==> src/rtl/matrix_mac_engine.sv <==
// Square signed matrix multiplier C = A*B that reads A/B through a 1-cycle-latency read port.
// Optional output clamping is enabled by defining MATRIX_MAC_SATURATE_EN (default: wrap).
module matrix_mac_engine #(
    parameter int MAX_WIDTH_LEN = 3,
    parameter int SIZE_VALUE    = 16,
    parameter int ACC_WIDTH     = 2*SIZE_VALUE+MAX_WIDTH_LEN
) (
    input  logic                         clk,
    input  logic                         rst,
    input  logic                         start,
    input  logic [MAX_WIDTH_LEN-1:0]     dim_m1,
    output logic                         busy,
    output logic                         done,
    output logic                         rd_en,
    output logic [MAX_WIDTH_LEN-1:0]     rd_x1,
    output logic [MAX_WIDTH_LEN-1:0]     rd_y1,
    output logic [MAX_WIDTH_LEN-1:0]     rd_x2,
    output logic [MAX_WIDTH_LEN-1:0]     rd_y2,
    input  logic signed [SIZE_VALUE-1:0] rd_data1,
    input  logic signed [SIZE_VALUE-1:0] rd_data2,
    output logic                         wr_en,
    output logic [MAX_WIDTH_LEN-1:0]     wr_x,
    output logic [MAX_WIDTH_LEN-1:0]     wr_y,
    output logic signed [SIZE_VALUE-1:0] wr_data
);

    typedef enum logic [2:0] {IDLE, READ, DRAIN, WRITE, DONE} state_t;

    state_t                       state_q, state_d;
    logic [MAX_WIDTH_LEN-1:0]     dim_q, dim_d;
    logic [MAX_WIDTH_LEN-1:0]     i_q, i_d;
    logic [MAX_WIDTH_LEN-1:0]     j_q, j_d;
    logic [MAX_WIDTH_LEN-1:0]     k_q, k_d;
    logic signed [ACC_WIDTH-1:0]  acc_q, acc_d;
    logic                         valid_q, valid_d;

    logic signed [2*SIZE_VALUE-1:0] prod;
    logic signed [ACC_WIDTH-1:0]    prod_ext;
    logic signed [SIZE_VALUE-1:0]   result;

    assign prod     = rd_data1 * rd_data2;
    assign prod_ext = ACC_WIDTH'(prod);

    always_ff @(posedge clk or posedge rst) begin
        if (rst) begin
            state_q <= IDLE;
            dim_q   <= '0;
            i_q     <= '0;
            j_q     <= '0;
            k_q     <= '0;
            acc_q   <= '0;
            valid_q <= 1'b0;
        end else begin
            state_q <= state_d;
            dim_q   <= dim_d;
            i_q     <= i_d;
            j_q     <= j_d;
            k_q     <= k_d;
            acc_q   <= acc_d;
            valid_q <= valid_d;
        end
    end

    always_comb begin
        state_d = state_q;
        case (state_q)
            IDLE:    if (start) state_d = READ;
            READ:    if (k_q == dim_q) state_d = DRAIN;
            DRAIN:   state_d = WRITE;
            WRITE:   state_d = ((j_q < dim_q) || (i_q < dim_q)) ? READ : DONE;
            DONE:    state_d = IDLE;
            default: state_d = IDLE;
        endcase
    end

    // Read data trails rd_en by one cycle, so accumulation is keyed off valid_q, not the state.
    always_comb begin
        dim_d   = dim_q;
        i_d     = i_q;
        j_d     = j_q;
        k_d     = k_q;
        acc_d   = valid_q ? (acc_q + prod_ext) : acc_q;
        valid_d = rd_en;
        case (state_q)
            IDLE: begin
                if (start) begin
                    dim_d = dim_m1;
                    i_d   = '0;
                    j_d   = '0;
                    k_d   = '0;
                    acc_d = '0;
                end
            end
            READ: begin
                if (k_q != dim_q) k_d = k_q + 1'b1;
            end
            WRITE: begin
                acc_d = '0;
                k_d   = '0;
                if (j_q < dim_q) begin
                    j_d = j_q + 1'b1;
                end else if (i_q < dim_q) begin
                    j_d = '0;
                    i_d = i_q + 1'b1;
                end
            end
            default: ;
        endcase
    end

`ifdef MATRIX_MAC_SATURATE_EN
    localparam logic signed [ACC_WIDTH-1:0] SAT_MAX =
        {{(ACC_WIDTH-SIZE_VALUE+1){1'b0}}, {(SIZE_VALUE-1){1'b1}}};
    localparam logic signed [ACC_WIDTH-1:0] SAT_MIN =
        {{(ACC_WIDTH-SIZE_VALUE+1){1'b1}}, {(SIZE_VALUE-1){1'b0}}};

    always_comb begin
        if (acc_q > SAT_MAX)      result = SAT_MAX[SIZE_VALUE-1:0];
        else if (acc_q < SAT_MIN) result = SAT_MIN[SIZE_VALUE-1:0];
        else                      result = acc_q[SIZE_VALUE-1:0];
    end
`else
    always_comb begin
        result = acc_q[SIZE_VALUE-1:0];
    end
`endif

    always_comb begin
        busy    = 1'b0;
        done    = 1'b0;
        rd_en   = 1'b0;
        rd_x1   = '0;
        rd_y1   = '0;
        rd_x2   = '0;
        rd_y2   = '0;
        wr_en   = 1'b0;
        wr_x    = '0;
        wr_y    = '0;
        wr_data = '0;
        case (state_q)
            READ: begin
                busy  = 1'b1;
                rd_en = 1'b1;
                rd_x1 = k_q;
                rd_y1 = i_q;
                rd_x2 = j_q;
                rd_y2 = k_q;
            end
            DRAIN: busy = 1'b1;
            WRITE: begin
                busy    = 1'b1;
                wr_en   = 1'b1;
                wr_x    = j_q;
                wr_y    = i_q;
                wr_data = result;
            end
            DONE:    done = 1'b1;
            default: ;
        endcase
    end

endmodule

==> config.mk <==
export PLATFORM = sky130hd
export DESIGN_NAME = matrix_mac_engine
export DESIGN_NICKNAME = d
export VERILOG_FILES = /design/src/rtl/matrix_mac_engine.sv
export SDC_FILE = /design/constraint.sdc
export NUM_CORES = 1
export LEC_CHECK = 0
export CAP_MARGIN = 20
export CORE_UTILIZATION = 50
export CTS_CLUSTER_SIZE = 24
export DETAILED_ROUTE_END_ITERATION = 10
export PLACE_DENSITY = 0.75
export SETUP_SLACK_MARGIN = 0.05
export SYNTH_ARGS = -nofsm -noshare
export SYNTH_HDL_FRONTEND = slang
export SYNTH_SLANG_ARGS = --single-unit
==> constraint.sdc <==
create_clock -name clk -period 13.6 [get_ports clk]
set_clock_uncertainty 0.05 [all_clocks]
set_input_delay 2.72 -clock clk [delete_from_list [all_inputs] [get_ports clk]]
set_output_delay 2.72 -clock clk [all_outputs]
set_load 0.1 [all_outputs]
# Word level (Yosys, flattened, before mapping)
# Cells that the tools add are included.
[word_totals]
elab_cells = 62
in_bits = 38
out_inout_bits = 38
reg_bits = 51
[classes]
reduce_logical = 10
mul = 1
magnitude_cmp = 2
n_mux = 26
n_eq_ne = 12
n_addsub = 4
[ops]
columns = ["operator", "count"]
rows = [
  ["35-bit two-way mux", 2],
  ["35-bit one-hot mux with 2 select lines", 1],
  ["3-bit two-way mux", 14],
  ["35-bit by 32-bit adder with 35-bit output", 1],
  ["16-bit by 16-bit multiplier with 32-bit output", 1],
  ["16-bit two-way mux", 1],
  ["3-bit one-hot mux with 2 select lines", 2],
  ["3-bit one-hot mux with 4 select lines", 1],
  ["2-bit inequality test (second input constant)", 5],
  ["3-bit by 1-bit adder with 3-bit output (second input constant)", 3],
  ["3-bit one-hot mux with 3 select lines", 1],
  ["3-bit by 2-bit equality test with 1-bit output (second input constant)", 2],
  ["3-bit < comparator", 2],
  ["3-bit AND reduction", 2],
  ["1-bit two-way mux", 4],
  ["2-bit AND reduction", 2],
  ["4-bit AND reduction", 1],
  ["3-bit by 1-bit equality test with 1-bit output (second input constant)", 1],
  ["3-bit equality test", 1],
  ["3-bit equality test (second input constant)", 1],
  ["3-bit zero test", 1],
  ["3-bit inequality test", 1],
  ["3-bit inequality test (second input constant)", 1],
  ["3-bit nonzero test", 1],
  ["3 further kinds", 3],
]

# Depth between registers and ports, before layout
[depth]
word_depth = 5
depth_mapped = 21
depth_no_buf = 20

# Least setup slack after synthesis
# Ideal clock, no wire load.
[synth_path]
path_type = "input to register"
startpoint = "input rd_data1[5]"
endpoint = "register acc_q[13]"
t_arrival_ns = 7.611
setup_slack_ns = 5.807
cell_stages = 19
required_time_ns = 13.418
cell_sequence = "clkbuf_1 -> and2_1 -> fa_1 -> inv_1 -> fa_1 -> fa_1 -> fa_1 -> inv_1 -> fa_1 -> inv_1 -> fa_1 -> inv_1 -> ha_1 -> nand2_1 -> nor4b_1 -> nor3_1 -> xnor2_1 -> mux2i_1 -> nor2_1"
[synth_via]
elab_chain_len = 5
[synth_rtl]
columns = ["element", "line_no", "source"]
rows = [
  ["start: declaration", "19", "input logic signed [SIZE_VALUE-1:0] rd_data1,"],
  ["16-bit by 16-bit multiplier with 32-bit output *", "41", "assign prod = rd_data1 * rd_data2;"],
  ["35-bit by 32-bit adder with 35-bit output *", "82", "acc_d = valid_q ? (acc_q + prod_ext) : acc_q;"],
  ["35-bit two-way mux *", "82", ""],
  ["35-bit two-way mux", "86", "if (start) begin"],
  ["35-bit one-hot mux with 2 select lines *", "84", "case (state_q)"],
  ["via acc_d[13]", "34", "logic signed [ACC_WIDTH-1:0] acc_q, acc_d;"],
  ["end signal: assignment", "51", "acc_q <= '0;"],
  ["end signal: assignment", "59", "acc_q <= acc_d;"],
  ["end: declaration", "34", ""],
]
# The timed path passes the listed nets; every way through them passes the cells marked *.
# A chain may end at the register's enable or synchronous reset.

# Final worst setup path
# Ends and elaborated chain as after synthesis.

==> key figures <==
STA
  – Peak Freq: approximately 120 MHz
  – Rel. slew slack: 0.331
  – Setup violators final: 0
  – Final Hold Viols: 0
  – Worst Hold Margin: around 0.5 ns
  – RSZ-0062 raised after global routing: false
  – Final Slew Violations: 0
  – Slew @ Worst Pin: 1.00 ns
  – Min Tclk post-route: around 8.4 ns
  – Fin crit share: 0.618
  – Setup TNS: 0 ns

Setup path
  – Worst setup EP type: register
  – Worst r2r path cells: 17
  – R2r endpoint: acc_q[13]
  – Worst setup path category: in -> reg
  – Worst EP required: around 14 ns
  – Crit-path max FO: 11
  – Startpoint Class: input pin
  – CP arrival: about 8.5 ns
  – Reg2reg start: acc_q[7]
  – Reg2Reg Setup Slack: slightly below 9 ns

Logic synthesis
  – Avg Inst Size Synth: 8.72 um2
  – Synth Net Count: about 960
  – Mapped Area: roughly 6500 um2
  – Post-synthesis adder-cell area fraction: 0.424
  – Post-Synth XOR/XNOR Area: 0.0667
  – Cell taking the most area after synthesis: fa_1
  – Top cells by count, synth: 182 x inv_1, 114 x and2_1, 93 x fa_1, 73 x ha_1, 58 x nand2_1
  – Most used DFF post-synth: dfrtp_1
  – Post-synthesis mux area share: 0.0231
  – Netlist cell types: 42
  – Synth Register Bits: 32
  – Synth async-reset ratio: 1.00
  – Synth Area in Compound Gates: 0.0508
  – Seq/Total Area, Yosys: 0.122
  – Number of enable flip-flop cells after synthesis: 0
  – Count leader, synth: inv_1
  – Synth Instances: 751
  – Main combinational cell family by area after synthesis: adder cells
  – YS warnings: 0
  – Simple-gate portion of the synthesized area: 0.191
  – Post-synth top area share: 0.284
  – Top cells by area, synth: fa_1 28%, ha_1 14%, dfrtp_1 12%

Min path
  – Hold Crit Start: acc_q[8]
  – Worst hold path stage count: 2
  – Hold Crit Class: reg -> reg
  – Worst Hold Endpoint: acc_q[8]

Floorplanning
  – Die W: 116 um
  – Die span in y: roughly 120 um
  – Row cnt: 41
  – CORE AREA: around 13000 um2
  – Top-Level Pins: 76
  – Initial core utilization: 0.517
  – Die footprint: 13600 um2

Route
  – DR WL/cell: between 15 and 20 um
  – Vias: between 4000 and 5000
  – # DRC: 0
  – Drt pass-1 iters: 4
  – 1st-iter DRT viols: 160
  – Vias per cell: ~5
  – DRT antenna net count: 0
  – Post-Route WL: about 15 mm

Clocking
  – Post-CTS sizing: 0
  – H-tree Lvls: 2
  – TritonCTS Buffers: 5
  – CTS clk-pin slew, worst paths: ~0.06 ns
  – TritonCTS Sinks: 32
  – Total setup buffers inserted after CTS: 0
  – Worst-Skew Late Latency: 0.28 ns
  – Hold-fix buffers, CTS: 0
  – Max Root-Sink Buffers: 2
  – CTS tree: done
  – Root Driver: clkbuf_16

Placed design
  – # placed instances: around 980
  – Gpl congestion: a little over 0.8
  – Dpl hpwl: 12.2 mm
  – Port-buffer cells: 75

Cells and area
  – Area grow syn2layout: 15.6%
  – Reg area: around 800 um2
  – Layout Utilization: 0.597
  – Fraction of layout cells with a size suffix above 1: 0.0308
  – Final Instance Count excl. Fillers: between 900 and 1000
  – N_diodes: 0
  – Fill cell count: about 1100
  – Final net count: 1016
  – Multi-input logic area: between 4000 and 5000 um2

Global route
  – Gr usage total: 0.245
  – First-pass GRT wire length: roughly 25 mm
  – Pin count of the biggest net entering global routing: 33
  – Initial antenna violation count: 0
  – Top Usage Layer GRT: met2
  – Met1 usage: 0.341
  – Met2 usage in global routing: 0.402
  – Vias in the first global route: between 5000 and 6000
  – GR Layer Usage met3: 0.0317
  – GRT overflow: 0

Run status
  – Run status: complete, no violations

Run
  – Max Cap Violations: 0
## layer usage
layer | routed length [um] | up-vias
li1 | - | 2351
met4 | 258 | 0
met5 | 0 | -
met2 | 7050 | 135
met3 | 856 | 23
met1 | 6740 | 2393
## worst max-delay path by stage
stage                start         to  slack [ns]  cells after the start
2_1_floorplan  rd_data1[5]  acc_q[13]        5.81                     19
3_3_place_gp   rd_data1[5]  acc_q[13]        5.00                     19
3_5_place_dp   rd_data1[5]  acc_q[13]        4.89                     19
4_1_cts        rd_data1[5]  acc_q[13]        5.19                     19
5_1_grt        rd_data2[2]  acc_q[13]        4.90                     19
6_report       rd_data1[5]  acc_q[13]        5.20                     19
## cell usage in the layout, fill, tap and decap left out, drive strengths merged
| cell type | count |
|---|---|
| nand3 | 1 |
| o21a | 3 |
| xnor2 | 35 |
| mux2 | 1 |
| clkinv | 1 |
| a22o | 1 |
| clkinvlp | 2 |
| a21o | 6 |
| nand2 | 62 |
| nand3b | 3 |
| a21oi | 16 |
| nor2 | 32 |
| or4 | 1 |
| nand2b | 6 |
| nand4 | 1 |
| clkdlybuf4s50 | 75 |
| o22ai | 2 |
| fa | 93 |
| ha | 73 |
| o2bb2ai | 1 |
| o21ai | 18 |
| nor2b | 2 |
| or2 | 2 |
| o21bai | 3 |
| a211oi | 2 |
| xnor3 | 2 |
| nor3b | 1 |
| buf | 3 |
| nor4b | 1 |
| and2 | 117 |
| mux2i | 14 |
| dfrtp | 32 |
| inv | 182 |
| nor3 | 4 |
| xor2 | 8 |
| clkbuf | 5 |
| a31oi | 2 |
## worst max-delay path: stages
cell and delay, ns:
clkdlybuf4s50_1 0.63, and2_1 0.30, fa_1 0.55, inv_1 0.06, fa_1 0.56, fa_1 0.43
fa_1 0.50, inv_1 0.06, fa_1 0.53, inv_1 0.06, fa_1 0.52, inv_1 0.05
ha_1 0.35, nand2_1 0.09, nor4b_1 0.62, nor3_1 0.14, xnor2_1 0.16, mux2i_1 0.13
nor2_1 0.06
## flip-flops by register name, summed over array words and instances, names as in the netlist
signal and count:
valid_q 1, dim_q 3, i_q 3, k_q 3
state_q 3, acc_q 16, j_q 3
## final cells by class
class | instances | area share
sequential | 32 | 0.106
timing repair buffer | 78 | 0.102
clock inverter | 3 | 0.00314
multi-input combinational | 513 | 0.654
clock buffer | 5 | 0.0165
tap | 172 | 0.0284
inverter | 182 | 0.0903
## metrics by stage
stage	instance area, um2	worst slack (ns)
floorplan	6550	5.81
global placement	7420	5.00
detailed placement	7420	4.89
CTS	7570	5.19
global route	7570	4.90
finish	7570	5.20
## cell families (layout without fill, tap and decap cells)
family                     after synthesis  in the layout
DFF                                     32             32
adders and majority gates              166            166
AOI/OAI and AO/OA                       54             54
muxes                                   15             15
xor gates and xnor gates                45             45
and+or+nand+nor                        233            233
buffers and inverters                  206            268
Power is left out: the tool's default activity adds up to more than one toggle a clock period on the data nets, which glitch-free logic cannot reach.
